==> config.mk <==
export PLATFORM = sky130hd
export DESIGN_NAME = wallace_sum_sched_flat
export DESIGN_NICKNAME = d
export VERILOG_FILES = /design/src/rtl/wallace_sum_sched_if.sv /design/src/rtl/wallace_sum_sched.sv /design/src/flat_wrapper.sv
export SDC_FILE = /design/constraint.sdc
export NUM_CORES = 1
export LEC_CHECK = 0
export CORE_UTILIZATION = 34
export DETAILED_ROUTE_END_ITERATION = 16
export PLACE_DENSITY_LB_ADDON = 0.25
export SLEW_MARGIN = 10
export SYNTH_ARGS = -nofsm -noshare
export SYNTH_HDL_FRONTEND = slang
export SYNTH_SLANG_ARGS = --single-unit
==> constraint.sdc <==
create_clock -name clk -period 2.05 [get_ports clk]
set_clock_uncertainty 0.05 [all_clocks]
set_input_delay 0.3075 -clock clk [delete_from_list [all_inputs] [get_ports clk]]
set_output_delay 0.3075 -clock clk [all_outputs]
set_load 0.01 [all_outputs]
==> src/rtl/wallace_sum_sched_if.sv <==
// Bus bundle for wallace_sum_sched: requester beats, shared sum-unit link and the result handshake.
interface wallace_sum_sched_if #(
  parameter int ACC_W = 12
);
  logic [1:0]       req_valid;
  logic [1:0]       req_last;
  logic [35:0]      req_op0;
  logic [35:0]      req_op1;
  logic [1:0]       req_ready;
  logic [ACC_W-1:0] threshold;
  logic [35:0]      add_op;
  logic [6:0]       add_res;
  logic             out_valid;
  logic             out_ready;
  logic [ACC_W-1:0] out_sum;
  logic             out_id;
  logic             out_fire;
  logic             out_trunc;

  modport master (
    output req_valid, req_last, req_op0, req_op1, threshold, add_res, out_ready,
    input  req_ready, add_op, out_valid, out_sum, out_id, out_fire, out_trunc
  );

  modport slave (
    input  req_valid, req_last, req_op0, req_op1, threshold, add_res, out_ready,
    output req_ready, add_op, out_valid, out_sum, out_id, out_fire, out_trunc
  );
endinterface

==> src/rtl/wallace_sum_sched.sv <==
// Job-level arbiter sharing one 12x3-bit sum unit between two perceptron requesters.
// Optional WALLACE_SUM_PIPE_EN registers the sum-unit result before accumulation.
module wallace_sum_sched #(
  parameter int ACC_W      = 12,
  parameter int MAX_CHUNKS = 16,
  parameter int CNT_W      = 5
)(
  input logic                clk,
  input logic                reset_n,
  wallace_sum_sched_if.slave bus
);
  typedef enum logic [1:0] {IDLE, BUSY, DONE} state_t;

  state_t           state, state_nx;
  logic             gnt, gnt_nx, rr_ptr, trunc, grant;
  logic [ACC_W-1:0] acc, thr, acc_sat;
  logic [ACC_W:0]   acc_sum;
  logic [CNT_W-1:0] cnt;
  logic             rdy, beat, beat_last, beat_max, busy_end, add_en;
  logic [6:0]       add_in;

  assign beat      = rdy && bus.req_valid[gnt];
  assign beat_last = bus.req_last[gnt];
  assign beat_max  = (cnt == CNT_W'(MAX_CHUNKS - 1));
  assign acc_sum   = {1'b0, acc} + {{(ACC_W-6){1'b0}}, add_in};
  assign acc_sat   = acc_sum[ACC_W] ? '1 : acc_sum[ACC_W-1:0];

`ifdef WALLACE_SUM_PIPE_EN
  // Result lands one cycle after acceptance; drain holds BUSY until it is folded in.
  logic [6:0] p_res;
  logic       p_vld, drain;

  always_ff @(posedge clk or negedge reset_n) begin
    if (!reset_n) begin
      p_res <= '0;
      p_vld <= 1'b0;
      drain <= 1'b0;
    end else begin
      p_vld <= beat;
      if (beat) p_res <= bus.add_res;
      if (grant) drain <= 1'b0;
      else if (beat && (beat_last || beat_max)) drain <= 1'b1;
    end
  end

  assign add_en   = p_vld;
  assign add_in   = p_res;
  assign rdy      = (state == BUSY) && !drain;
  assign busy_end = drain;
`else
  assign add_en   = beat;
  assign add_in   = bus.add_res;
  assign rdy      = (state == BUSY);
  assign busy_end = beat && (beat_last || beat_max);
`endif

  always_comb begin
    state_nx = state;
    grant    = 1'b0;
    gnt_nx   = gnt;
    case (state)
      IDLE: if (|bus.req_valid) begin
        grant    = 1'b1;
        gnt_nx   = (&bus.req_valid) ? rr_ptr : bus.req_valid[1];
        state_nx = BUSY;
      end
      BUSY: if (busy_end) state_nx = DONE;
      DONE: if (bus.out_ready) state_nx = IDLE;
      default: state_nx = IDLE;
    endcase
  end

  always_ff @(posedge clk or negedge reset_n) begin
    if (!reset_n) begin
      state  <= IDLE;
      gnt    <= 1'b0;
      thr    <= '0;
      acc    <= '0;
      cnt    <= '0;
      trunc  <= 1'b0;
      rr_ptr <= 1'b0;
    end else begin
      state <= state_nx;
      if (grant) begin
        gnt   <= gnt_nx;
        thr   <= bus.threshold;
        acc   <= '0;
        cnt   <= '0;
        trunc <= 1'b0;
      end else begin
        if (add_en) acc <= acc_sat;
        if (beat) begin
          cnt <= cnt + CNT_W'(1);
          // A last beat landing on the cap is a normal end, not a truncation.
          if (!beat_last && beat_max) trunc <= 1'b1;
        end
      end
      if (state == DONE && bus.out_ready) rr_ptr <= ~gnt;
    end
  end

  assign bus.req_ready = rdy ? (gnt ? 2'b10 : 2'b01) : 2'b00;
  assign bus.add_op    = (state == BUSY) ? (gnt ? bus.req_op1 : bus.req_op0) : 36'b0;
  assign bus.out_valid = (state == DONE);
  assign bus.out_sum   = (state == DONE) ? acc : '0;
  assign bus.out_id    = (state == DONE) && gnt;
  assign bus.out_fire  = (state == DONE) && (acc >= thr);
  assign bus.out_trunc = (state == DONE) && trunc;
endmodule

==> src/flat_wrapper.sv <==
// flat-port wrapper written by rule: the top's interface ports become plain ports
module wallace_sum_sched_flat 
#(
  parameter int ACC_W      = 12,
  parameter int MAX_CHUNKS = 16,
  parameter int CNT_W      = 5
)
  (clk, reset_n, bus_req_valid, bus_req_last, bus_req_op0, bus_req_op1, bus_threshold, bus_add_res, bus_out_ready, bus_req_ready, bus_add_op, bus_out_valid, bus_out_sum, bus_out_id, bus_out_fire, bus_out_trunc);
  wallace_sum_sched_if #(.ACC_W(ACC_W)) bus_i ();
  input logic clk;
  input logic reset_n;
  input wire logic [$bits(bus_i.req_valid)-1:0] bus_req_valid;
  input wire logic [$bits(bus_i.req_last)-1:0] bus_req_last;
  input wire logic [$bits(bus_i.req_op0)-1:0] bus_req_op0;
  input wire logic [$bits(bus_i.req_op1)-1:0] bus_req_op1;
  input wire logic [$bits(bus_i.threshold)-1:0] bus_threshold;
  input wire logic [$bits(bus_i.add_res)-1:0] bus_add_res;
  input wire logic [$bits(bus_i.out_ready)-1:0] bus_out_ready;
  output wire logic [$bits(bus_i.req_ready)-1:0] bus_req_ready;
  output wire logic [$bits(bus_i.add_op)-1:0] bus_add_op;
  output wire logic [$bits(bus_i.out_valid)-1:0] bus_out_valid;
  output wire logic [$bits(bus_i.out_sum)-1:0] bus_out_sum;
  output wire logic [$bits(bus_i.out_id)-1:0] bus_out_id;
  output wire logic [$bits(bus_i.out_fire)-1:0] bus_out_fire;
  output wire logic [$bits(bus_i.out_trunc)-1:0] bus_out_trunc;
  assign bus_i.req_valid = bus_req_valid;
  assign bus_i.req_last = bus_req_last;
  assign bus_i.req_op0 = bus_req_op0;
  assign bus_i.req_op1 = bus_req_op1;
  assign bus_i.threshold = bus_threshold;
  assign bus_i.add_res = bus_add_res;
  assign bus_i.out_ready = bus_out_ready;
  assign bus_req_ready = bus_i.req_ready;
  assign bus_add_op = bus_i.add_op;
  assign bus_out_valid = bus_i.out_valid;
  assign bus_out_sum = bus_i.out_sum;
  assign bus_out_id = bus_i.out_id;
  assign bus_out_fire = bus_i.out_fire;
  assign bus_out_trunc = bus_i.out_trunc;
  wallace_sum_sched #(.ACC_W(ACC_W), .MAX_CHUNKS(MAX_CHUNKS), .CNT_W(CNT_W)) u_core (.clk(clk), .reset_n(reset_n), .bus(bus_i));
endmodule
======== Word-level counts from Yosys, hierarchy flattened ========
Index checks and enable logic that the tools add are counted.
word-level totals
  input bits .............................. 98
  output and inout port bits .............. 54
  bits in writable memories ............... 0
  bits in read-only memories .............. 0
  memories kept ........................... 0
  flip-flop bits (word level) ............. 34
  word-level logic and storage cells ...... 59
  bits in latches ......................... 0
operators by class
  shifts and indexed selects .............. 0
  add/subtract/negate cells ............... 2
  multiplexer cells ....................... 24
  reduce and logical (&&, ||, !) cells .... 17
  order comparisons ....................... 2
  divide/modulo/power cells ............... 0
  multipliers ............................. 0
  bitwise operators ....................... 1
  equality and inequality tests ........... 6
operators with widths
  operator                                                    count
  2-to-1 mux 36 bit                                           2
  2-to-1 mux 12 bit                                           4
  adder 12 x 7 -> 13 bit                                      1
  greater-or-equal comparator 12 bit                          1
  2-to-1 mux 1 bit                                            10
  2-to-1 mux 2 bit                                            5
  2-to-1 mux 5 bit                                            2
  logical AND 1 bit                                           7
  case mux 2 bit (3 select lines)                             1
  AND reduction 3 bit                                         2
  adder 5 x 1 -> 5 bit, second input constant                 1
  == test 5 x 4 -> 1 bit, second input constant               1
  != test 2 bit, second input constant                        2
  AND reduction 2 bit                                         2
  nonzero test 2 bit                                          2
  == test 2 x 1 -> 1 bit, second input constant               1
  == test 2 bit, second input constant                        1
  logical NOT 2 bit                                           1
  less-than comparator 1 x 2 -> 1 bit, second input constant  1
  != test 2 x 1 -> 1 bit, second input constant               1
  OR reduction 2 bit                                          1
  logical NOT 1 bit                                           1
  logical OR 1 bit                                            1
  inverter 1 bit                                              1

======== Depth between registers and ports, before layout ========
  depth in word-level cells ............... 7
  depth in mapped cells ................... 7

======== Worst setup path after synthesis ========
OpenSTA, ideal clock, no wires.
  path kind ............................... register -> register
  from .................................... register u_core.acc[0]
  to ...................................... register u_core.acc[11]
  clock period less this slack ............ 2.078 ns
  setup slack ............................. -0.028 ns
  library setup time ...................... 0.131 ns
  arrival ................................. 1.897 ns
  path buffers ............................ 0
  cell stages (with the launch flop) ...... 8
  path through ............................ dfrtp_1 > ha_1 > fa_1 > a211oi_2 > o21ai_2 > and3_4 > nor4_1 > a211oi_1
on the way
  word-level cells in the longest chain between the ends .. 4
RTL lines
  what                    RTL line                 RTL
  from (decl)             wallace_sum_sched.sv:16  logic [ACC_W-1:0] acc, thr, acc_sat;
  from (signal assigned)  wallace_sum_sched.sv:91  if (add_en) acc <= acc_sat;
  adder 12 x 7 -> 13 bit  wallace_sum_sched.sv:25  assign acc_sum = {1'b0, acc} + {{(ACC_W-6){1'b0}}, add_in};
  2-to-1 mux 12 bit       wallace_sum_sched.sv:26  assign acc_sat = acc_sum[ACC_W] ? '1 : acc_sum[ACC_W-1:0];
  2-to-1 mux 12 bit       wallace_sum_sched.sv:91
  2-to-1 mux 12 bit       wallace_sum_sched.sv:84  if (grant) begin
Every way passes these cells. The select of a mux whose other input is x is not followed.
A chain may end at the register's enable or synchronous reset.

======== Final worst setup path ========
  from .................................... register u_core.acc[0]
  to ...................................... output port bus_out_fire
on the way
  word-level cells in the longest chain between the ends .. 2
RTL lines
  what                                RTL line                  RTL
  greater-or-equal comparator 12 bit  wallace_sum_sched.sv:107  assign bus.out_fire = (state == DONE) && (acc >= thr);
  logical AND 1 bit                   wallace_sum_sched.sv:107
  to (decl)                           flat_wrapper.sv:24        output wire logic [$bits(bus_i.out_fire)-1:0] bus_out_fire;
Every way passes these cells.

==> summary.txt <==
Synth
  – #FFs+latches synth: 34
  – Number of synthesized flops with an enable pin: 0
  – Cell Area, Synth: 2550 um^2
  – Netlist cell types: 46
  – YS warnings: 0
  – Syn Area/Cell: 8.94 um^2
  – Mapped Cells: 285
  – Commonest register cell after synthesis: dfrtp_1
  – Syn Nets: 405
  – Seq/Total Area, Yosys: 0.334
  – Async SR Flop Fraction: 1.00

Floorplan
  – Die area: 7840 um^2
  – Die X-Extent: 88.6 um
  – Placement Rows: 31
  – Initial Util: 0.351
  – Die Height: 88.6 um
  – IO Count: 152
  – Core Box Area: 7250 um^2

Timing
  – Measured slew at the worst slew-check pin: 0.453 ns
  – Period utilization: 1.07
  – Post-route worst setup slack: -0.146 ns
  – Final hold slack: 0.384 ns
  – Final hold viol count: 0
  – Slew Limit Fails: 0
  – Final Setup Violations: 6
  – Slew margin rel.: 0.698
  – RSZ-0062 raised after global routing: yes
  – Final min period: 2.20 ns
  – Max Clk Rate: 455 MHz

Setup path
  – Top delay family on crit path: compound AO/OA/AOI/OAI gates
  – Data required, critical path: 1.69 ns
  – Setup crit start kind: register
  – Worst path max stage delay: 0.38 ns
  – Reg-to-Reg End: u_core.acc[10]
  – Reg-to-Reg Start: u_core.acc[0]
  – Worst reg2reg setup slack: -0.04 ns
  – Beginning of the critical path: u_core.acc[0]
  – Sequence of cells on the critical path: inv_2, ha_4, nand2b_4, a21o_1, a211o_1, o211ai_1, a21oi_1, buf_2
  – Max FO, Critical Path: 2
  – Reg2Reg Depth: 8
  – Critical Path AT: 1.84 ns
  – Critical path endpoint category: output pin
  – Slowest stage cell, crit path: dfrtp_1
  – Crit Path Category: register to output pin
  – Critical path buffer and inverter count: 2

Cells and area
  – Multi-input logic area: 1650 um^2
  – Flip-flop and latch area: 852 um^2
  – # diodes: 0
  – Area delta synth->final: 85.1%
  – Non-Filler Instances: 587
  – Fillers: 626
  – Core Util, Final: 0.650
  – Nets: 608
  – Layout cells sized above 1: 0.209

Power
  – Total power: 6070 uW
  – Worst VDD drop: 0.848 mV
  – Power Density: 1290 nW/um^2
  – Leakage: 0.00222 uW

Route
  – Post-DR vias/cell: 5.07
  – Wire per inst: 15.3 um
  – Antenna violation net count after detailed routing: 0
  – DRT Pass-1 Iters: 4
  – Final WL: 8.99 mm
  – 1st-iter DRT viols: 112
  – Residual DRC: 0
  – Vias: 2,977

Clock tree
  – CTS clk-pin slew, worst paths: 0.07 ns
  – Hold Buf Count CTS: 0
  – Htree depth: 2
  – Clock buffers created by TritonCTS: 5
  – Root Buffer: clkbuf_8
  – CTS max path bufs: 2
  – TritonCTS clock tree: yes
  – Worst-Skew Late Latency: 0.28 ns
  – TritonCTS Sinks: 34

GRT
  – Grt total ovfl: 0
  – Largest net degree at the start of global routing: 35
  – Initial antenna violation count: 0
  – Vias in the first global route: 2,792
  – First-pass GRT wire length: 13.3 mm
  – Overall Global Routing Usage: 0.222

Placement
  – Setup WS pre-CTS: -0.467 ns
  – DPL Wire Length: 7.28 mm
  – IO Port Bufs: 151
  – RePlAce Congestion: 0.894
  – Post-Place Cells: 575

Job
  – Max-cap viol count: 0

Status
  – Failing checks: setup timing
  – Status: complete, but fails checks

Min path
  – Hold Path Class: input port to asynchronous set/reset pin
## how the worst max path moves through the flow
| stage | end | slack (ns) | cells past startpoint |
|---|---|---|---|
| 2_1_floorplan | u_core.acc[11] | 0.01 | 7 |
| 3_3_place_gp | u_core.acc[11] | -0.43 | 8 |
| 3_5_place_dp | u_core.acc[11] | -0.47 | 8 |
| 4_1_cts | bus_out_fire | -0.24 | 7 |
| 5_1_grt | bus_out_fire | -0.21 | 8 |
| 6_report | bus_out_fire | -0.15 | 8 |
## cells by family after synthesis
kind of cell	synth area share
buffers and inverters	0.0506
AO/OA/AOI/OAI	0.303
adder cells (fa/ha/maj)	0.111
XOR/XNOR	0.0241
AND/OR/NAND/NOR	0.169
flip-flops	0.334
multiplexers	0.00835
## sequential cells by signal (all words and copies together) (netlist names)
name,flops
u_core.rr_ptr,1
u_core.thr,12
u_core.acc,12
u_core.state,2
u_core.gnt,1
u_core.cnt,5
u_core.trunc,1
## placed cells by master (no fill, tap or decap), types with 3 or more instances in the layout
master,n
a21oi_1,18
a22o_1,36
a31oi_1,8
and2_1,14
buf_12,5
buf_4,53
clkbuf_2,10
clkbuf_8,5
clkdlybuf4s15_1,22
clkdlybuf4s50_1,97
dfrtp_1,33
dlygate4sd2_1,20
ha_1,19
inv_1,15
nand2_1,25
nand3_1,4
nor2_1,17
o211ai_1,4
o21a_1,3
o21ai_0,20
o21ai_1,4
xnor2_1,4
xor2_1,3
## worst register-to-register path: cells and delay by family (launching register included)
| kind | cells | cell delay, ns |
|---|---|---|
| and+or+nand+nor | 2 | 0.34 |
| adders and majority gates | 2 | 0.52 |
| AOI/OAI and AO/OA | 3 | 0.55 |
| DFF | 1 | 0.38 |
| buffers and inverters | 1 | 0.16 |
## synth_stat cells (all sizes together) (4+ instances only)
master | number | share of area
nor2 | 19 | 0.030
dfrtp | 34 | 0.33
o21ai | 25 | 0.051
a21oi | 19 | 0.037
xnor2 | 4 | 0.014
a211oi | 4 | 0.018
nand3 | 4 | 0.0079
clkbuf | 5 | 0.0074
nand2b | 4 | 0.0098
and2 | 14 | 0.034
inv | 16 | 0.024
o211ai | 4 | 0.012
buf | 10 | 0.020
nand2 | 25 | 0.037
ha | 21 | 0.10
a22o | 36 | 0.12
a31oi | 8 | 0.020
## final cells by class
class / instances / share of cell area
Tap cell: 99 / 0.0263
Sequential cell: 34 / 0.181
Multi-Input combinational cell: 220 / 0.349
Clock inverter: 2 / 0.00212
Clock buffer: 5 / 0.0146
Timing Repair Buffer: 211 / 0.414
Inverter: 16 / 0.0127
## report_power, final
group | internal [uW] | total, uW | leakage [uW] | switching, uW
Combinational | 2400 | 4500 | 0.00174 | 2100
Clock | 228 | 461 | 0.0000438 | 234
Sequential | 936 | 1100 | 0.000431 | 165
## repair_timing
| item | CTS | global route |
|---|---|---|
| setup buffers | 3 | 1 |
| cloned | 1 | 0 |
| setup endpoints to repair | 63 | 46 |
| resized for setup | 69 | 52 |
| pin swaps | 8 | 8 |
## through the flow
stage                     instance area, um^2  TNS (ns)
after floorplan                          2550         0
after global placement                   4590     -3.47
after detailed placement                 4590     -3.69
after CTS                                4680    -0.370
after global routing                     4720     -1.16
final                                    4720    -0.249
## per-layer routing
metal	vias to the layer above	routed length, um	track usage
met5	-	0	0
met4	0	195	0.0762
met3	12	660	0.0457
met2	107	4680	0.423
met1	1405	3450	0.241
li1	1453	-	-
No activity file was read; power rests on OpenSTA's default activity.
